--- src/rtl/result_readout.sv ---
// result_readout
//   Reader end of the systolic array result path. Captures the DEPTH signed
//   result words written by the array side and shows them one at a time on
//   the LED bus, stepping to the next word on each debounced button press.
//
// Ports
//   clk            system clock
//   rst            asynchronous, active-high reset
//   wr_en          result write strobe (accepted in any state)
//   wr_addr        result write index
//   wr_data        signed result word
//   process_done   level, high once all results are written
//   result_toggle  raw asynchronous push-button level
//   led            signed result currently displayed (0 while idle)
//   idx            index currently displayed
//   showing        high while the display state machine is in SHOW
//   wrap_pulse     one-cycle pulse when idx wraps from DEPTH-1 to 0
//
// Handshake: there is no valid/ready flow control here. wr_en is a plain
// write strobe sampled on every clk edge; process_done is a level that
// gates the display.
//
// Button to LED latency: 2 cycles synchroniser, DEBOUNCE_CYCLES debounce,
// 1 cycle press edge register, 1 cycle idx update, 1 cycle led register.
module result_readout #(
  parameter int DATA_W          = 8,
  parameter int DEPTH           = 16,
  parameter int ADDR_W          = 4,
  parameter int DEBOUNCE_CYCLES = 1000000
) (
  input  logic                     clk,
  input  logic                     rst,
  input  logic                     wr_en,
  input  logic [ADDR_W-1:0]        wr_addr,
  input  logic signed [DATA_W-1:0] wr_data,
  input  logic                     process_done,
  input  logic                     result_toggle,
  output logic signed [DATA_W-1:0] led,
  output logic [ADDR_W-1:0]        idx,
  output logic                     showing,
  output logic                     wrap_pulse
);

  localparam int CNT_W = (DEBOUNCE_CYCLES > 1) ? $clog2(DEBOUNCE_CYCLES) : 1;
  localparam logic [CNT_W-1:0]  CNT_LAST = CNT_W'(DEBOUNCE_CYCLES - 1);
  localparam logic [ADDR_W-1:0] IDX_LAST = ADDR_W'(DEPTH - 1);

  typedef enum logic {
    IDLE = 1'b0,
    SHOW = 1'b1
  } state_t;

  // Result register file. Deliberately not reset so results survive a
  // reset of the display logic.
  logic signed [DATA_W-1:0] mem_q [DEPTH];

  logic             sync1_q;
  logic             sync2_q;
  logic             db_q;
  logic             db_prev_q;
  logic             press_q;
  logic [CNT_W-1:0] cnt_q;

  state_t                   state_q, state_d;
  logic [ADDR_W-1:0]        idx_q, idx_d;
  logic signed [DATA_W-1:0] led_q, led_d;
  logic                     wrap_q, wrap_d;

  always_ff @(posedge clk) begin
    if (wr_en) begin
      mem_q[wr_addr] <= wr_data;
    end
  end

  // Two-flop synchroniser, debounce counter and press edge detector.
  // The counter only runs while the synchronised level disagrees with the
  // accepted level; any agreement (a bounce back) restarts it from zero.
  always_ff @(posedge clk or posedge rst) begin
    if (rst) begin
      sync1_q   <= 1'b0;
      sync2_q   <= 1'b0;
      db_q      <= 1'b0;
      db_prev_q <= 1'b0;
      press_q   <= 1'b0;
      cnt_q     <= '0;
    end else begin
      sync1_q   <= result_toggle;
      sync2_q   <= sync1_q;
      if (sync2_q == db_q) begin
        cnt_q <= '0;
      end else if (cnt_q == CNT_LAST) begin
        db_q  <= sync2_q;
        cnt_q <= '0;
      end else begin
        cnt_q <= cnt_q + 1'b1;
      end
      db_prev_q <= db_q;
      // Press only on a debounced rise; release produces nothing.
      press_q   <= db_q & ~db_prev_q;
    end
  end

  always_ff @(posedge clk or posedge rst) begin
    if (rst) begin
      state_q <= IDLE;
      idx_q   <= '0;
      led_q   <= '0;
      wrap_q  <= 1'b0;
    end else begin
      state_q <= state_d;
      idx_q   <= idx_d;
      led_q   <= led_d;
      wrap_q  <= wrap_d;
    end
  end

  always_comb begin
    state_d = state_q;
    idx_d   = idx_q;
    led_d   = '0;
    wrap_d  = 1'b0;
    case (state_q)
      IDLE: begin
        // Presses are ignored until the results are complete.
        if (process_done) begin
          state_d = SHOW;
          idx_d   = '0;
        end
      end
      SHOW: begin
        if (!process_done) begin
          // A new computation is starting; this wins over a same-cycle press.
          state_d = IDLE;
          idx_d   = '0;
        end else begin
          // Read with the current idx, so led trails an idx change by one
          // cycle and a same-cycle write shows up one cycle later.
          led_d = mem_q[idx_q];
          if (press_q) begin
            if (idx_q == IDX_LAST) begin
              idx_d  = '0;
              wrap_d = 1'b1;
            end else begin
              idx_d = idx_q + 1'b1;
            end
          end
        end
      end
      default: begin
        state_d = IDLE;
        idx_d   = '0;
      end
    endcase
  end

  assign led        = led_q;
  assign idx        = idx_q;
  assign showing    = (state_q == SHOW);
  assign wrap_pulse = wrap_q;

endmodule
--- config.mk ---
export PLATFORM = sky130hd
export DESIGN_NAME = result_readout
export DESIGN_NICKNAME = d
export VERILOG_FILES = /design/src/rtl/result_readout.sv
export SDC_FILE = /design/constraint.sdc
export NUM_CORES = 1
export LEC_CHECK = 0
export ABC_AREA = 1
export CAP_MARGIN = 15
export CELL_PAD_IN_SITES_DETAIL_PLACEMENT = 1
export CELL_PAD_IN_SITES_GLOBAL_PLACEMENT = 1
export CORE_MARGIN = 4
export CORE_UTILIZATION = 48
export CTS_BUF_LIST = sky130_fd_sc_hd__clkbuf_4 sky130_fd_sc_hd__clkbuf_8 sky130_fd_sc_hd__clkbuf_16
export DETAILED_ROUTE_END_ITERATION = 10
export GPL_TIMING_DRIVEN = 0
export PLACE_DENSITY = 0.79
export SLEW_MARGIN = 20
export SYNTH_ARGS = -nofsm -noshare
export SYNTH_HDL_FRONTEND = slang
export SYNTH_SLANG_ARGS = --single-unit
--- constraint.sdc ---
create_clock -name clk -period 1.6 [get_ports clk]
set_input_delay 0.16 -clock clk [delete_from_list [all_inputs] [get_ports clk]]
set_output_delay 0.16 -clock clk [all_outputs]
set_load 0.01 [all_outputs]
# [Word-level counts from Yosys, hierarchy flattened]
# Memories as Yosys holds them, arrays and structs flattened.
# Cells that the tools add are included.
[classes] n_eq_ne=5 n_bitwise=4 n_addsub=2 mux=16 reduce_logical=2
[op_table] cell="20-bit two-way mux" n=2
[op_table] cell="20-bit by 1-bit adder with 20-bit output, second input constant" n=1
[op_table] cell="20-bit == test, second input constant" n=1
[op_table] cell="4-bit two-way mux" n=4
[op_table] cell="8-bit two-way mux" n=2
[op_table] cell="4-bit case mux with 2 select lines" n=1
[op_table] cell="1-bit two-way mux" n=7
[op_table] cell="4-bit by 1-bit adder with 4-bit output, second input constant" n=1
[op_table] cell="4-bit == test, second input constant" n=1
[op_table] cell="2-bit AND reduction" n=2
[op_table] cell="3-bit != test, second input constant" n=1
[op_table] cell="1-bit inverter" n=3
[op_table] cell="2-bit != test, second input constant" n=1
[op_table] cell="1-bit AND" n=1
[op_table] cell="1-bit == test" n=1
[totals] elab_cells=40 ram_bits=128 memories=1 in_bits=17 regBits=39 output_inout_bits=14
[memory_table] memory="mem_q" depth=16 word_bits=8 read_ports=1 rd_ports_with_merged_regs=0 wr=1 line_no="55" rtl="logic signed [DATA_W-1:0] mem_q [DEPTH];"

# [Logic depth before layout (Yosys ltp)]
[logic_depth] depth_word=5 depth_mapped=10 ltp_nobuf=10

# [Worst setup path before layout]
# No wires, ideal clock.
[synth_path] path_type="register -> register" from="register cnt_q[0]" to="register cnt_q[19]" period_less_slack_ns=1.347 t_arrival_ns=1.225 stages_incl_launch_ff=11 n_path_buf=0 setup_slack_ns=0.253 required_ns=1.478 setup_time_ns=0.122 cell_sequence="dfrtp_1 > ha_1 > nand2_1 > nor2_1 > nand2_1 > inv_1 > nand3_2 > nand2_4 > inv_2 > nand2_1 > nor2_1"
[synth_between] elab_chain_cells=3 word_cells_on_any_way=4 classes_between="add/sub (1); eq/ne (1); mux (2)"
[synth_rtl] element="from (decl)" line_no="62" rtl="logic [CNT_W-1:0] cnt_q;"
[synth_rtl] element="from (signal assigned)" line_no="95" rtl="cnt_q <= cnt_q + 1'b1;"
[synth_rtl] element="20-bit by 1-bit adder with 20-bit output / 20-bit == test (equally long branches)" line_no="95, 91"
[synth_rtl] element="20-bit two-way mux (*)" line_no="91" rtl="end else if (cnt_q == CNT_LAST) begin"
[synth_rtl] element="20-bit two-way mux (*)" line_no="89" rtl="if (sync2_q == db_q) begin"
# Mark *: on every way between the ends. The rest lies on a longest branch, timed or not.
# A chain may end at the register's enable or synchronous reset.

# [Worst setup path after layout]
[layout_path] from="input wr_en" to="memory mem_q[13][6] (enable)"
[layout_between] elab_chain_cells=2
[layout_rtl] element="from (decl)" line_no="33" rtl="input logic wr_en,"
[layout_rtl] element="1-bit two-way mux" line_no="70" rtl="if (wr_en) begin"
[layout_rtl] element="1-bit two-way mux (not written as such)" line_no="71" rtl="mem_q[wr_addr] <= wr_data;"
[layout_rtl] element="to (decl)" line_no="55"
# Every way passes these cells.

==> results.json <==
{
  "wl_per_cell_um": 21.45,
  "cp_slowest_cell": "nor2_1",
  "r2r-start": "idx[0]$_DFFE_PP0P_",
  "syn_inst": 718,
  "vias": 5409,
  "finalPower_w": 0.009867,
  "fin_crit_ps": 1604,
  "rsz0062_at_grt": "true",
  "rr_worst_depth": 8,
  "grt_pass1_vias": 5705,
  "dieArea_um2": 16980,
  "vdd_drop_max_mv": 0.9620,
  "syn_area_um2": 7181,
  "pre_cts_ws_ps": -447.0,
  "layoutNonFillerInstCount": 975,
  "routed_wirelength_um": 20920,
  "hold_path_class": "input pin to flop",
  "placed_cells": 933,
  "ys_top_cells_by_area": "edfxtp_1 (54%), dfrtp_1 (14%), nand2_1 (12%)",
  "die_x_um": 130.3,
  "post-synth-top-area-cell": "edfxtp_1",
  "overflow": 0,
  "critPathLaunch": "wr_en",
  "yosys_warnings": 0,
  "cp_max_fo": 8,
  "synth_top_area_share_pct": 53.53,
  "drt_iter0_drc": 573,
  "ys_ff_latch": 167,
  "syn_area_per_cell_um2": 10.00,
  "timing.final.hold_violations": 0,
  "cts_tree": "built",
  "synth_cell_types": 27,
  "cts_buffer_depth": 2,
  "nets": 797,
  "crit_chain": "clkdlybuf4s50_1 > nand3_1 > nor2_1",
  "maxCapViolations": 0,
  "dpl.hpwl_um": 14220,
  "timing.rr.end": "led[2]$_DFF_PP0_",
  "syn-num-nets": 737,
  "finalInstanceArea_um2": 8677,
  "status": "complete, but fails checks",
  "cts-root-buf": "clkbuf_16",
  "max_freq_mhz": 623.3,
  "boundaryPins": 31,
  "regToRegSetupSlack_ps": 20,
  "startpoint_type": "input pin",
  "p_leak_nw": 3.657,
  "worst-setup-path-type": "input pin to flop",
  "min_from": "result_toggle",
  "cts_htree_levels": 4,
  "tightest_slew_ps": 925.6,
  "crit_required_ps": 1650,
  "cp_top_family": "simple AND/OR/NAND/NOR gates",
  "yosysSeqAreaShare_pct": 67.12,
  "cts_inserted_buffers": 17,
  "crit_path_max_incr_delay_ps": 760,
  "io_buffers": 30,
  "area_delta_synth_final_pct": 20.84,
  "antenna_found_initial": 0,
  "layout_commonest_cell": "nand2_1",
  "grt_pass1_wl_um": 31640,
  "final_core_util_pct": 59.48,
  "postPlaceCellArea_um2": 7731,
  "viasPerCell": 5.548,
  "rows": 44,
  "violations": "setup timing",
  "core_area_um2": 14590,
  "path_depth": 3,
  "setup_viol": 6,
  "relSlewSlack_pct": 38.07,
  "path_buf_inv": 1,
  "slew_violations": 0,
  "cp.arrival_ps": 1660,
  "worstSetupEndpoint": "mem_q[13][6]$_DFFE_PP_",
  "end_kind": "flop",
  "die_h_um": 130.3,
  "drc": 0,
  "first_pass_iters": 5,
  "grtUsageTotal_pct": 25.88,
  "grt_max_degree": 28,
  "clkSinkCount": 167,
  "diodes": 0,
  "period_share_pct": 100.3,
  "initial_utilization_pct": 49.22,
  "power_density_nw_per_um2": 1137,
  "final_cell_mix": "nand2_1 (233), edfxtp_1 (128), nand3_1 (86)",
  "clk_pin_slew_ps": 60,
  "ant_nets": 0,
  "gp_congestion": 0.9718,
  "setup_ws_ps": -4.337,
  "clock_latency_ps": 430,
  "clock_skew_ps": 6.965,
  "drive_above_1_share_pct": 13.15
}
## layout make-up
type | count | area [µm²]
fillers | 1584 | 5912
flip-flops and latches | 167 | 4821
multi-input cells | 439 | 2022
clock buffers | 18 | 432.9
repair buffers | 41 | 420.4
inverters | 87 | 332.8
plain buffers | 25 | 235.2
well taps | 184 | 230.2
clock inverters | 14 | 182.7
## cells in the mapped netlist
| cell type | count |
|---|---|
| nand2_1 | 236 |
| edfxtp_1 | 128 |
| nand3_1 | 95 |
| inv_1 | 82 |
| nor2_1 | 65 |
| dfrtp_1 | 39 |
| buf_2 | 16 |
| a21oi_1 | 12 |
| xor2_1 | 5 |
| buf_4 | 4 |
| nor3_1 | 4 |
| o21ai_0 | 4 |
| xnor2_1 | 4 |
| clkbuf_1 | 3 |
| inv_2 | 3 |
| nand4_1 | 3 |
| clkinv_1 | 2 |
| ha_1 | 2 |
| nand3b_1 | 2 |
| nor2_2 | 2 |
| a22oi_1 | 1 |
| buf_1 | 1 |
| buf_6 | 1 |
| nand2_2 | 1 |
| nand2_4 | 1 |
| nand3_2 | 1 |
| nor3b_1 | 1 |
## worst reg2reg max path, cell delays in order, from the launching register on
cell     delay (ps)
dfrtp_2         480
inv_4           130
buf_12          150
buf_6           150
nand2_1          70
nand3_1         110
nand3_2         140
nand3_1         130
a21oi_1          90
## cells by family after synthesis
logic type,share of synthesized area (%)
xor gates and xnor gates,1.098
AOI/OAI and AO/OA,1.220
buffers and inverters,6.447
and+or+nand+nor,23.77
DFF,67.12
adders and majority gates,0.3484
## worst min-delay path by stage
stage	endpoint	slack, ps	cells after the start
6_report	sync1_q$_DFF_PP0_	180	1
5_1_grt	sync1_q$_DFF_PP0_	170	1
4_1_cts	sync1_q$_DFF_PP0_	170	1
3_5_place_dp	sync2_q$_DFF_PP0_	340	0
3_3_place_gp	sync2_q$_DFF_PP0_	350	0
2_1_floorplan	showing$_DFF_PP0_	190	0
## per-layer routing
layer,routed length (µm),up-vias,global-route usage [%]
met5,0,-,0
met2,10380,206,42.52
li1,-,2452,-
met1,8335,2692,33.00
met3,1430,59,6.795
met4,769,0,9.963
## state kept, by name (all words and copies together) (netlist names), 4 cells and up
register  flops
mem_q       128
cnt_q        20
led           8
idx           4
## stage by stage
stage,TNS [ps],hold slack [ps]
after global placement,-43030,346.9
after global routing,-1483,174.1
final,-19.23,185.0
after CTS,-35.28,168.9
after detailed placement,-42620,338.9
after floorplan,0,191.4
## report_power, final
group          switching, W  total [W]  internal [W]
Sequential        0.0000367    0.00481       0.00477
Clock               0.00168    0.00429       0.00261
Combinational      0.000501   0.000771      0.000269
## repair_timing
item,in CTS,in global routing
endpoints found under the setup margin,14,73
hold buffers,1,0
pin swaps,1,8
cloned,0,1
gates resized for setup,23,54
setup buffers,2,6
endpoints found under the hold margin,3,0
Power figures use the tool's default switching activity.
